$ cat src/rtl/control_unit.sv
// ID-stage main decoder for the RV32I pipeline: combinational control decode
// plus a sticky flag that remembers any unsupported encoding since reset.
module control_unit (
  input  logic       clk,
  input  logic       rst,
  input  logic [6:0] opcode,
  input  logic [2:0] funct3,
  input  logic [6:0] funct7,
  output logic       reg_write,
  output logic       mem_to_reg,
  output logic       mem_read,
  output logic       mem_write,
  output logic       alu_src,
  output logic       branch,
  output logic       jump,
  output logic [1:0] alu_op,
  output logic [1:0] imm_sel,
  output logic [1:0] mem_width,
  output logic       auipc_sel,
  output logic       illegal,
  output logic       illegal_seen
);

  localparam logic [6:0] OP_R      = 7'b0110011;
  localparam logic [6:0] OP_I_ALU  = 7'b0010011;
  localparam logic [6:0] OP_LOAD   = 7'b0000011;
  localparam logic [6:0] OP_STORE  = 7'b0100011;
  localparam logic [6:0] OP_BRANCH = 7'b1100011;
  localparam logic [6:0] OP_JAL    = 7'b1101111;
  localparam logic [6:0] OP_JALR   = 7'b1100111;
  localparam logic [6:0] OP_LUI    = 7'b0110111;
  localparam logic [6:0] OP_AUIPC  = 7'b0010111;
  localparam logic [6:0] OP_FENCE  = 7'b0001111;
  localparam logic [6:0] OP_SYSTEM = 7'b1110011;

  localparam logic [6:0] F7_BASE = 7'b0000000;
  localparam logic [6:0] F7_ALT  = 7'b0100000;

  typedef struct packed {
    logic       reg_write;
    logic       mem_to_reg;
    logic       mem_read;
    logic       mem_write;
    logic       alu_src;
    logic       branch;
    logic       jump;
    logic [1:0] alu_op;
    logic [1:0] imm_sel;
    logic [1:0] mem_width;
    logic       auipc_sel;
  } ctrl_t;

  ctrl_t dec;
  ctrl_t ctrl;
  logic  legal;

  always_comb begin
    // NOTE: every variable written here is defaulted first, so no path can infer a latch.
    dec   = '0;
    legal = 1'b0;
    case (opcode)
      OP_R: begin
        legal = (funct7 == F7_BASE) ||
                (funct7 == F7_ALT && (funct3 == 3'b000 || funct3 == 3'b101));
        dec.reg_write = 1'b1;
        dec.alu_op    = 2'b10;
      end
      OP_I_ALU: begin
        // Only shifts carry funct7; SRAI is the single alternate encoding.
        case (funct3)
          3'b001:  legal = (funct7 == F7_BASE);
          3'b101:  legal = (funct7 == F7_BASE) || (funct7 == F7_ALT);
          default: legal = 1'b1;
        endcase
        dec.reg_write = 1'b1;
        dec.alu_src   = 1'b1;
        dec.alu_op    = 2'b10;
      end
      OP_LOAD: begin
        legal = (funct3 != 3'b011) && (funct3 != 3'b110) && (funct3 != 3'b111);
        dec.reg_write  = 1'b1;
        dec.mem_read   = 1'b1;
        dec.mem_to_reg = 1'b1;
        dec.alu_src    = 1'b1;
        dec.mem_width  = funct3[1:0];
      end
      OP_STORE: begin
        legal = (funct3 < 3'b011);
        dec.mem_write = 1'b1;
        dec.alu_src   = 1'b1;
        dec.imm_sel   = 2'b01;
        dec.mem_width = funct3[1:0];
      end
      OP_BRANCH: begin
        legal = (funct3 != 3'b010) && (funct3 != 3'b011);
        dec.branch  = 1'b1;
        dec.alu_op  = 2'b01;
        dec.imm_sel = 2'b10;
      end
      OP_JAL: begin
        legal = 1'b1;
        dec.reg_write = 1'b1;
        dec.jump      = 1'b1;
        dec.imm_sel   = 2'b11;
      end
      OP_JALR: begin
        legal = (funct3 == 3'b000);
        dec.reg_write = 1'b1;
        dec.jump      = 1'b1;
        dec.alu_src   = 1'b1;
      end
      OP_LUI: begin
        legal = 1'b1;
        dec.reg_write = 1'b1;
        dec.alu_src   = 1'b1;
        dec.alu_op    = 2'b11;
        dec.imm_sel   = 2'b11;
      end
      OP_AUIPC: begin
        legal = 1'b1;
        dec.reg_write = 1'b1;
        dec.alu_src   = 1'b1;
        dec.imm_sel   = 2'b11;
        dec.auipc_sel = 1'b1;
      end
      OP_FENCE, OP_SYSTEM: legal = 1'b1;
      default:             legal = 1'b0;
    endcase
  end

  // Unsupported encodings become a bubble rather than a partial decode.
  assign ctrl    = legal ? dec : '0;
  assign illegal = ~legal;

  assign reg_write  = ctrl.reg_write;
  assign mem_to_reg = ctrl.mem_to_reg;
  assign mem_read   = ctrl.mem_read;
  assign mem_write  = ctrl.mem_write;
  assign alu_src    = ctrl.alu_src;
  assign branch     = ctrl.branch;
  assign jump       = ctrl.jump;
  assign alu_op     = ctrl.alu_op;
  assign imm_sel    = ctrl.imm_sel;
  assign mem_width  = ctrl.mem_width;
  assign auipc_sel  = ctrl.auipc_sel;

  // NOTE: state registers use non-blocking assignment so every flop samples pre-edge values.
  always_ff @(posedge clk) begin
    if (rst) illegal_seen <= 1'b0;
    else     illegal_seen <= illegal_seen | illegal;
  end

endmodule

$ cat config.mk
export PLATFORM = sky130hd
export DESIGN_NAME = control_unit
export DESIGN_NICKNAME = d
export VERILOG_FILES = /design/src/rtl/control_unit.sv
export SDC_FILE = /design/constraint.sdc
export NUM_CORES = 1
export LEC_CHECK = 0
export CAP_MARGIN = 20
export CORE_MARGIN = 2
export CORE_UTILIZATION = 39
export CTS_CLUSTER_SIZE = 28
export DETAILED_ROUTE_END_ITERATION = 8
export PLACE_DENSITY = 0.87
export SLEW_MARGIN = 10
export SYNTH_ARGS = -nofsm -noshare
export SYNTH_HDL_FRONTEND = slang
export SYNTH_SLANG_ARGS = --single-unit
$ cat constraint.sdc
create_clock -name clk -period 4.08 [get_ports clk]
set_input_delay 0.612 -clock clk [delete_from_list [all_inputs] [get_ports clk]]
set_output_delay 0.612 -clock clk [all_outputs]
set_load 0.02 [all_outputs]
Word-level counts from Yosys, hierarchy flattened

Cells that the tools add are included.

Magnitude comparators: 1
Equal/unequal tests: 18
Multiplexer cells: 13
Bitwise gates (word level): 2
Reduce and logical (&&, ||, !) cells: 16

Operators by type and width:

| operator           | number |
|---|---|
| $eq 7x6->1 const B | 4 |
| $eq 7x7->1 const B | 4 |
| $eq 7x5->1 const B | 2 |
| $mux 14            | 1 |
| $pmux 2 s3         | 2 |
| $eq 7x2->1 const B | 1 |
| $eq 7x4->1 const B | 1 |
| $logic_not 7->1    | 1 |
| $pmux 1 s7         | 1 |
| $reduce_or 7->1    | 1 |
| $mux 1             | 6 |
| $ne 3x2->1 const B | 2 |
| $ne 3x3->1 const B | 2 |
| $reduce_or 2->1    | 3 |
| $reduce_or 6->1    | 1 |
| $reduce_or 5->1    | 1 |
| $logic_and 1x1->1  | 4 |
| $mux 2             | 2 |
| $eq 3x1->1 const B | 1 |
| $eq 3x3->1 const B | 1 |
| $logic_not 3->1    | 1 |
| $logic_or 1x1->1   | 3 |
| $lt 3x2->1 const B | 1 |
| $reduce_or 3->1    | 1 |
| other kinds (3)    | 3 |

Register bits after elaboration: 1
Input bits: 19
Word-level logic and storage cells: 51

Logic depth before layout (Yosys ltp)

Depth after elaboration: 7
Mapped depth: 5
Mapped depth without buffers: 4

Worst setup path after synthesis

No wires, ideal clock.

Kind: input -> output
Start: in opcode[3]
End: out mem_to_reg
Arrival time: 2.291 ns
Required time: 3.468 ns
Path slack: 1.177 ns
Cell stages on the path: 5
Path buffers: 2
Cell sequence: buf_6 or2_4 or3_2 nor3_1 buf_4

Word-level cells in the longest chain between the ends: 4
Elaborated cells on any way between the ends: 15
Those cells by class: 11 x eq/ne; 3 x mux; 1 x reduce/logical

RTL lines:

| what                                     | line | source |
|---|---|---|
| start: declaration                       | 6    | `input logic [6:0] opcode,` |
| $eq 7x6->1, or another cell as far along | 61   | `case (opcode)` |
| $reduce_or 5->1 (no line)                | -    |  |
| $pmux 1 s7                               | 61   |  |
| $mux 14 (*)                              | 132  | `assign ctrl = legal ? dec : '0;` |
| end: declaration                         | 10   | `output logic mem_to_reg,` |

Mark *: on every way between the ends. The rest lies on a longest branch, timed or not.

Worst setup path in the final report

Start: in opcode[3]
End: out alu_op[0]

Word-level cells in the longest chain between the ends: 4
Elaborated cells on any way between the ends: 16
Those cells by class: 11 x eq/ne; 3 x mux; 2 x reduce/logical

RTL lines:

| what                                                                | line | source |
|---|---|---|
| $eq 7x6->1, or another cell as far along                            | 61   |  |
| $reduce_or 5->1 (no line) / $reduce_or 2->1 (equally long branches) | -    |  |
| $pmux 1 s7 / $pmux 2 s3 (equally long branches)                     | 61   |  |
| $mux 14 (*)                                                         | 132  |  |
| end: declaration                                                    | 16   | `output logic [1:0] alu_op,` |

Marks and branches as above.

==> metrics.cfg <==
[detailed_routing]
drtIter0Drc = 8
wl_per_cell_um = 15.9
drc = 0
postRouteAntennaNets = 0
vias = 666
viasPerCell = 5.89
totalWireLength_um = 1800
firstDrtPassIters = 3

[sta]
hold_viol = 0
tightest_slew_ns = 0.554
final.setup.worst_slack_ns = 0.357
finalMaxSlewViolations = 0
finalCriticalPeriod_ns = 3.72
finalClockSkew_ns = 0
period_share_pct = 91.2
hold_ws_ns = 0.570
tns_ns = 0
slew_headroom_pct = 63.0
setup_viol = 0
rsz0062_at_grt = no
max_freq_ghz = 0.269

[clock_tree]
post_cts_buffers = 0
post_cts_resized = 0
cts.clk_slew.worst_paths_ns = 0
clk_latency_ns = 0
cts_hold_buffers = 0

[grt]
grtUsageTotal_pct = 20.0
antenna_found_initial = 0
grt-ovfl-total = 0
grt_pass1_vias = 635
grt_pass1_wl_um = 2950
grt_max_degree = 11

[placed_design]
placed_cell_area_um2 = 922
place.gp.congestion = 0.909
post-dp-hpwl_um = 1470
io_buffers = 34
post-place-ws_ns = 0.371

[yosys]
syn_nets = 85
ys_ff_latch = 1
synthArstFlopShare_pct = 0
synth_edf_count = 0
yosysWarnings = 0
yosysUniqueCellTypes = 45
avgSynthCellArea_um2 = 8.82
synthCells = 66
seq_area_frac_synth_pct = 3.44
synth_area_um2 = 582
synthFlopType = dfxtp_1

[floorplanning]
die_h_um = 42.6
num_rows = 13
start_util_pct = 43.1
die_x_um = 42.6
ios = 35
dieArea_mm2 = 0.00182
core_area_mm2 = 0.00135

[power_and_ir_drop]
switching_share_pct = 42.1
p_switching_mw = 0.0301
clkPwrFrac_pct = 0
power_frac_seq_pct = 15.7
p_leak_nw = 0.314
power_frac_comb_pct = 84.3
peakVddDrop_v = 0.0000528
p_per_area_mw_per_mm2 = 77.5
internal-power_mw = 0.0414

[worst_setup_path]
worstPathArrival_ns = 3.11
slowest_delay_ns = 0.66
crit_buf_inv = 2
start_kind = input port
critPathSlowestCell = clkdlybuf4s50_1
critPathMaxFanout = 9
critical_path.top_delay_family = buffers and inverters
crit_type = in -> out
critPathRequiredTime_ns = 3.47
path_cells = clkdlybuf4s50_1, or4_4, nor4_4, a211oi_2, a311oi_1, clkdlybuf4s50_1
worst_path_most_repeated_cell = clkdlybuf4s50_1
cp-end-kind = output pin

[layout]
num-nets-final = 119
largest_register_ffs = 1
final_cell_area_um2 = 922
top_register = illegal_seen
reg.largest.list = illegal_seen (1)
post-route-util_pct = 68.3
area_growth_pct = 58.5
drive_above_1_share_pct = 21.4
diodes = 0

[job]
maxCapViolCount = 0

[min_path]
min_path_type = reg -> reg

[outcome]
status = finished clean

## path summary, 6_finish.rpt
path | startpoint | depth (start not counted) | end | slack (ns)
hold reg to reg | illegal_seen | 2 | illegal_seen | 0.57
setup reg to reg | illegal_seen | 2 | illegal_seen | 3.36
hold / removal | illegal_seen | 2 | illegal_seen | 0.57
setup / recovery | opcode[3] | 6 | alu_op[0] | 0.36
## synth_stat cells, types with 2 or more instances
master / number / area (um^2)
a211o_1: 3 / 26.3
nor3b_2: 2 / 25.0
nor3_2: 2 / 20.0
nor2_1: 2 / 7.51
inv_2: 2 / 7.51
nand2b_1: 3 / 18.8
inv_1: 5 / 18.8
o21ai_0: 2 / 10.0
nand2_1: 3 / 11.3
a311oi_1: 3 / 26.3
a31oi_1: 4 / 25.0
nor2b_1: 2 / 12.5
## per-stage QoR
stage | power [mW] | cells
2_1_floorplan | 0.0388 | 66
3_3_place_gp | 0.0700 | 113
3_5_place_dp | 0.0709 | 113
4_1_cts | 0.0713 | 113
5_1_grt | 0.0760 | 113
6_report | 0.0715 | 113
## tightest hold or removal path: cells and delay by family (launching register included)
family | cells | cell delay, ns
compound gates | 1 | 0.10
flops | 1 | 0.30
simple gates | 1 | 0.13
## cells by family after synthesis
logic type | after synthesis | share of synthesized area, %
flops | 1 | 3.44
compound gates | 24 | 38.7
xor+xnor | 1 | 1.51
buf+inv | 9 | 7.74
simple gates | 31 | 48.6
## final cells by class
class / count / area, um^2
Fill cell: 114 / 428
Inverter: 7 / 26.3
Multi-Input combinational cell: 56 / 517
Sequential cell: 1 / 20.0
Tap cell: 15 / 18.8
Timing Repair Buffer: 34 / 340
## power groups by stage
stage / Sequential (mW) / Clock, mW / Combinational [mW]
final: 0.0113 / 0 / 0.0602
after global routing: 0.0114 / 0 / 0.0646
after CTS: 0.0113 / 0 / 0.0600
after detailed placement: 0.0113 / 0 / 0.0597
after global placement: 0.0112 / 0 / 0.0588
after floorplan: 0.0123 / 0 / 0.0265
## placed cells by master (no fill, tap or decap), drive strengths merged
cell type	synthesis	layout
or3	1	1
nand3	1	1
a31oi	4	4
nor3	3	3
nand2b	4	4
nor3b	3	3
and2	1	1
a41o	1	1
nor4bb	1	1
or2	1	1
nor2b	2	2
clkdlybuf4s50	0	34
o2111a	1	1
nand3b	1	1
nor4	3	3
nor4b	1	1
inv	7	7
a21oi	1	1
a311oi	3	3
nor2	2	2
or4	1	1
a311o	1	1
a32oi	1	1
and3b	2	2
a211o	4	4
nand2	3	3
a211oi	3	3
o21a	1	1
dfxtp	1	1
o21ai	3	3
and3	1	1
o21ba	1	1
xor2	1	1
## routing by layer
metal,GRT usage (%),share of wire (%),vias up
met5,0,0,-
met2,32.7,49,22
met4,0,0,0
li1,-,-,332
met1,28.9,44,312
met3,3.02,6.6,0
Power figures use the tool's default switching activity.
